`src/rtl/tdm_demux_4ch_4bit.sv`:
```
// Receive-side TDM demultiplexer: rebuilds 4-slot frames into parallel channel registers,
// tracks frame alignment and counts alignment violations.
module tdm_demux_4ch_4bit #(
    parameter int WIDTH     = 4,
    parameter int ERR_CNT_W = 8
) (
    input  logic                 clk,
    input  logic                 rst_n,
    input  logic                 in_valid,
    input  logic [WIDTH-1:0]     in_data,
    input  logic                 in_sof,
    output logic [WIDTH-1:0]     out_a,
    output logic [WIDTH-1:0]     out_b,
    output logic [WIDTH-1:0]     out_c,
    output logic [WIDTH-1:0]     out_d,
    output logic                 out_valid,
    output logic                 locked,
    output logic [1:0]           slot,
    output logic                 sync_err,
    output logic [ERR_CNT_W-1:0] err_cnt
);

    typedef enum logic {HUNT = 1'b0, LOCKED = 1'b1} state_t;

    state_t                state_q, state_d;
    logic [1:0]            slot_q, slot_d;
    logic                  locked_q, locked_d;
    logic [WIDTH-1:0]      shadow0_q, shadow0_d;
    logic [WIDTH-1:0]      shadow1_q, shadow1_d;
    logic [WIDTH-1:0]      shadow2_q, shadow2_d;
    logic [WIDTH-1:0]      out_a_q, out_a_d;
    logic [WIDTH-1:0]      out_b_q, out_b_d;
    logic [WIDTH-1:0]      out_c_q, out_c_d;
    logic [WIDTH-1:0]      out_d_q, out_d_d;
    logic                  out_valid_q, out_valid_d;
    logic                  sync_err_q, sync_err_d;
    logic [ERR_CNT_W-1:0]  err_cnt_q, err_cnt_d;

    always_comb begin
        state_d     = state_q;
        slot_d      = slot_q;
        locked_d    = locked_q;
        shadow0_d   = shadow0_q;
        shadow1_d   = shadow1_q;
        shadow2_d   = shadow2_q;
        out_a_d     = out_a_q;
        out_b_d     = out_b_q;
        out_c_d     = out_c_q;
        out_d_d     = out_d_q;
        out_valid_d = 1'b0;
        sync_err_d  = 1'b0;
        err_cnt_d   = err_cnt_q;

        if (in_valid) begin
            if (state_q == HUNT) begin
                if (in_sof) begin
                    shadow0_d = in_data;
                    slot_d    = 2'd1;
                    locked_d  = 1'b1;
                    state_d   = LOCKED;
                end
            end else if (in_sof) begin
                // An SOF anywhere but slot 0 abandons the partial frame and restarts here.
                shadow0_d  = in_data;
                slot_d     = 2'd1;
                sync_err_d = (slot_q != 2'd0);
            end else begin
                case (slot_q)
                    2'd0: begin
                        sync_err_d = 1'b1;
                        locked_d   = 1'b0;
                        slot_d     = 2'd0;
                        state_d    = HUNT;
                    end
                    2'd1: begin
                        shadow1_d = in_data;
                        slot_d    = 2'd2;
                    end
                    2'd2: begin
                        shadow2_d = in_data;
                        slot_d    = 2'd3;
                    end
                    default: begin
                        out_a_d     = shadow0_q;
                        out_b_d     = shadow1_q;
                        out_c_d     = shadow2_q;
                        out_d_d     = in_data;
                        out_valid_d = 1'b1;
                        slot_d      = 2'd0;
                    end
                endcase
            end
        end

        if (sync_err_d && (err_cnt_q != {ERR_CNT_W{1'b1}}))
            err_cnt_d = err_cnt_q + ERR_CNT_W'(1);
    end

    always_ff @(posedge clk) begin
        if (!rst_n) begin
            state_q     <= HUNT;
            slot_q      <= 2'd0;
            locked_q    <= 1'b0;
            shadow0_q   <= '0;
            shadow1_q   <= '0;
            shadow2_q   <= '0;
            out_a_q     <= '0;
            out_b_q     <= '0;
            out_c_q     <= '0;
            out_d_q     <= '0;
            out_valid_q <= 1'b0;
            sync_err_q  <= 1'b0;
            err_cnt_q   <= '0;
        end else begin
            state_q     <= state_d;
            slot_q      <= slot_d;
            locked_q    <= locked_d;
            shadow0_q   <= shadow0_d;
            shadow1_q   <= shadow1_d;
            shadow2_q   <= shadow2_d;
            out_a_q     <= out_a_d;
            out_b_q     <= out_b_d;
            out_c_q     <= out_c_d;
            out_d_q     <= out_d_d;
            out_valid_q <= out_valid_d;
            sync_err_q  <= sync_err_d;
            err_cnt_q   <= err_cnt_d;
        end
    end

    assign out_a     = out_a_q;
    assign out_b     = out_b_q;
    assign out_c     = out_c_q;
    assign out_d     = out_d_q;
    assign out_valid = out_valid_q;
    assign locked    = locked_q;
    assign slot      = slot_q;
    assign sync_err  = sync_err_q;
    assign err_cnt   = err_cnt_q;

endmodule

```
`config.mk`:
```
export PLATFORM = sky130hd
export DESIGN_NAME = tdm_demux_4ch_4bit
export DESIGN_NICKNAME = d
export VERILOG_FILES = /design/src/rtl/tdm_demux_4ch_4bit.sv
export SDC_FILE = /design/constraint.sdc
export NUM_CORES = 1
export LEC_CHECK = 0
export BUFFER_PORTS_ARGS = -buffer_cell sky130_fd_sc_hd__buf_4
export CORE_MARGIN = 4
export CORE_UTILIZATION = 35
export CTS_CLUSTER_DIAMETER = 200
export DETAILED_ROUTE_END_ITERATION = 16
export GPL_TIMING_DRIVEN = 0
export PLACE_DENSITY = 0.59
export RECOVER_POWER = 25
export SKIP_CTS_REPAIR_TIMING = 1
export SLEW_MARGIN = 20
export SYNTH_ARGS = -nofsm -noshare
export SYNTH_HDL_FRONTEND = slang
export SYNTH_SLANG_ARGS = --single-unit
```
`constraint.sdc`:
```
create_clock -name clk -period 1.84 [get_ports clk]
set_input_delay 0.092 -clock clk [delete_from_list [all_inputs] [get_ports clk]]
set_output_delay 0.092 -clock clk [all_outputs]
set_load 0.01 [all_outputs]
```
==> flow_metrics.env <==
export IMPL_hold_viol_final=0
export IMPL_setup_violations=3
export IMPL_clk_pin_slew_ns=0.08
export IMPL_first_pass_iters=4
export IMPL_whs_endpoint="state_q$_SDFFE_PN0P_"
export IMPL_path_common_cell="ha_4"
export IMPL_ys_warn_count=0
export IMPL_r2r_start="slot[1]$_SDFFE_PN0P_"
export IMPL_fin_crit_sh=1.05
export IMPL_crit_path_max_incr_delay_ns=0.49
export IMPL_num_vias=1463
export IMPL_grt_pass1_vias=1297
export IMPL_crit_chain="inv_2 > ha_4 > ha_4 > and3b_4 > nand4_4 > or3_2 > a21oi_2"
export IMPL_layout_setup_ws_ns=-0.0949
export IMPL_start_util=0.371
export IMPL_relSlewSlack=0.643
export IMPL_synthDistinctLibCells=29
export IMPL_layout_min_cycle_time_ns=1.93
export IMPL_grt_max_degree=14
export IMPL_cp_top_family="simple AND/OR/NAND/NOR gates"
export IMPL_drc=0
export IMPL_rsz0062_at_grt="yes"
export IMPL_cts_buffer_depth=2
export IMPL_grt_usage=0.129
export IMPL_cts_buffers=5
export IMPL_min_path_type="in2reg"
export IMPL_rows=24
export IMPL_cp_start_kind="flop"
export IMPL_fin_util=0.472
export IMPL_wirelength_um=3700
export IMPL_drtAntennaViolNets=0
export IMPL_synth_area_sq_um=1660
export IMPL_status="finished with violations"
export IMPL_slew_violations=0
export IMPL_grt_pass1_wl_um=6180
export IMPL_io_buffers=36
export IMPL_routedWlPerCell_um=12.4
export IMPL_worstMarginPinSlew_ns=0.535
export IMPL_min_from="in_valid"
export IMPL_syn2layout_area_growth_pct=27.3
export IMPL_ys_ff_latch=42
export IMPL_core_area_sq_um=4470
export IMPL_power_total_mw=1.65
export IMPL_r2r_slack_ns=-0.09
export IMPL_cp_max_fo=5
export IMPL_hpwlAfterDp_um=2730
export IMPL_fillers=488
export IMPL_fin_area_sq_um=2110
export IMPL_reg2regPathDepth=7
export IMPL_cts_root_buf="clkbuf_8"
export IMPL_drv_cap=0
export IMPL_tritoncts="done"
export IMPL_peakVddDrop_mv=0.391
export IMPL_drt_initial_drc_count=57
export IMPL_ios=37
export IMPL_die_area_sq_um=5910
export IMPL_die_width_um=76.9
export IMPL_dpl_cell_area_sq_um=2030
export IMPL_critPathBufInv=1
export IMPL_clock_latency_ns=0.29
export IMPL_crit_type="reg2reg"
export IMPL_cts_htree_levels=2
export IMPL_fp_dieH_um=76.9
export IMPL_gr_total_overflow=0
export IMPL_place_congestion=0.766
export IMPL_drive_above_1_share=0.211
export IMPL_max_freq_ghz=0.517
export IMPL_violations="setup timing"
export IMPL_power_leakage_nw=0.802
export IMPL_ys_seq_area_frac=0.506
export IMPL_avgSynthCellArea_sq_um=8.30
export IMPL_timing_setup_tns_ns=-0.239
export IMPL_critPathCaptureType="flop"
export IMPL_cp_arrival_ns=2.16
export IMPL_required_ns=2.07
export IMPL_timing_rr_end="err_cnt[3]$_SDFFE_PN0P_"
export IMPL_power_density_nw_per_um2=781
export IMPL_holdPathStages=2
export IMPL_worst_path_max_delay_cell="or3_2"
export IMPL_via_per_inst=4.89
export IMPL_cp_depth=7
export IMPL_skew_ns=0.00790
export IMPL_syn_nets=214
export IMPL_num_nets_final=260
export IMPL_antenna_found_initial=0
export IMPL_syn_instance_count=200
export IMPL_clock_sinks=42
export IMPL_n_antenna_cell=0
-- synth_stat cells, drive strengths merged --
| master | number | area, sq um |
|---|---|---|
| a21oi | 32 | 160 |
| a221oi | 1 | 8.76 |
| a22oi | 1 | 7.51 |
| a311oi | 1 | 8.76 |
| and2 | 1 | 6.26 |
| and3b | 2 | 22.5 |
| buf | 1 | 5.00 |
| clkbuf | 8 | 32.5 |
| dfxtp | 42 | 841 |
| ha | 6 | 75.1 |
| inv | 7 | 26.3 |
| mux2i | 3 | 30.0 |
| nand2 | 59 | 221 |
| nand2b | 1 | 6.26 |
| nand3 | 11 | 55.1 |
| nand3b | 1 | 7.51 |
| nand4 | 2 | 27.5 |
| nor2 | 8 | 30.0 |
| nor3 | 2 | 10.0 |
| o2111a | 1 | 11.3 |
| o21ai | 5 | 25.0 |
| o311a | 1 | 11.3 |
| o31ai | 1 | 7.51 |
| or3 | 1 | 7.51 |
| or4 | 1 | 7.51 |
| xor2 | 1 | 8.76 |
-- placed cells by master (no fill, tap or decap), types with 2 or more instances in the layout --
cell      instances
a21oi_2           2
dfxtp_1          40
o21ai_0           5
a21oi_1          30
nand3_1          11
nor2_1            8
nand2_1          59
ha_1              4
clkbuf_1         18
mux2i_1           3
inv_1             5
buf_4            27
clkbuf_2          2
dfxtp_4           2
ha_4              2
inv_4             2
clkbuf_8          6
nor3_1            2
-- registers in the layout, summed over array words and instances (netlist names), 2 cells and up --
signal,cells
out_d,4
out_b,4
err_cnt,8
slot,2
shadow0_q,4
shadow1_q,4
shadow2_q,4
out_c,4
out_a,4
-- area by class of cell --
| type | count | area, sq um | area share |
|---|---|---|---|
| flip-flops and latches | 42 | 848 | 0.401 |
| inverters | 7 | 28.8 | 0.0136 |
| well taps | 52 | 65.1 | 0.0308 |
| clock inverters | 2 | 11.3 | 0.00533 |
| plain buffers | 8 | 33.8 | 0.0160 |
| repair buffers | 40 | 251 | 0.119 |
| clock buffers | 6 | 82.6 | 0.0391 |
| multi-input cells | 142 | 792 | 0.375 |
-- cells by family (layout without fill, tap and decap cells) --
group                    Yosys count  in the layout  synth area share
adder cells (fa/ha/maj)            6              6            0.0452
buffers and inverters             16             63            0.0384
XOR/XNOR                           1              1           0.00528
flip-flops                        42             42             0.506
multiplexers                       3              3            0.0181
AO/OA/AOI/OAI                     43             43             0.145
AND/OR/NAND/NOR                   89             89             0.242
-- layer usage --
metal,track usage,wire [um]
met4,0.0435,33
met2,0.193,1700
met5,0,0
met3,0.0433,138
met1,0.173,1830
-- worst max-delay path by stage --
stage / startpoint / to / slack (ns)
after global routing: slot[0]$_SDFFE_PN0P_ / err_cnt[3]$_SDFFE_PN0P_ / -0.18
after floorplan: slot[1]$_SDFFE_PN0P_ / err_cnt[5]$_SDFFE_PN0P_ / -0.007
after global placement: slot[1]$_SDFFE_PN0P_ / err_cnt[5]$_SDFFE_PN0P_ / -0.09
final: slot[1]$_SDFFE_PN0P_ / err_cnt[3]$_SDFFE_PN0P_ / -0.09
after CTS: slot[1]$_SDFFE_PN0P_ / err_cnt[5]$_SDFFE_PN0P_ / -0.11
after detailed placement: slot[1]$_SDFFE_PN0P_ / err_cnt[5]$_SDFFE_PN0P_ / -0.10
-- report_power, final --
| part | switching [mW] | total [mW] | internal (mW) |
|---|---|---|---|
| registers | 0.0114 | 0.929 | 0.918 |
| logic | 0.0573 | 0.102 | 0.0442 |
| clock network | 0.317 | 0.619 | 0.303 |
-- through the flow --
stage | worst slack [ns] | cells | hold WS (ns)
after floorplan | -0.00699 | 200 | 0.207
after global placement | -0.0927 | 288 | 0.345
after detailed placement | -0.102 | 288 | 0.349
after CTS | -0.112 | 296 | 0.0273
after global routing | -0.185 | 299 | 0.0425
final | -0.0949 | 299 | 0.0441
Power figures use the tool's default switching activity.
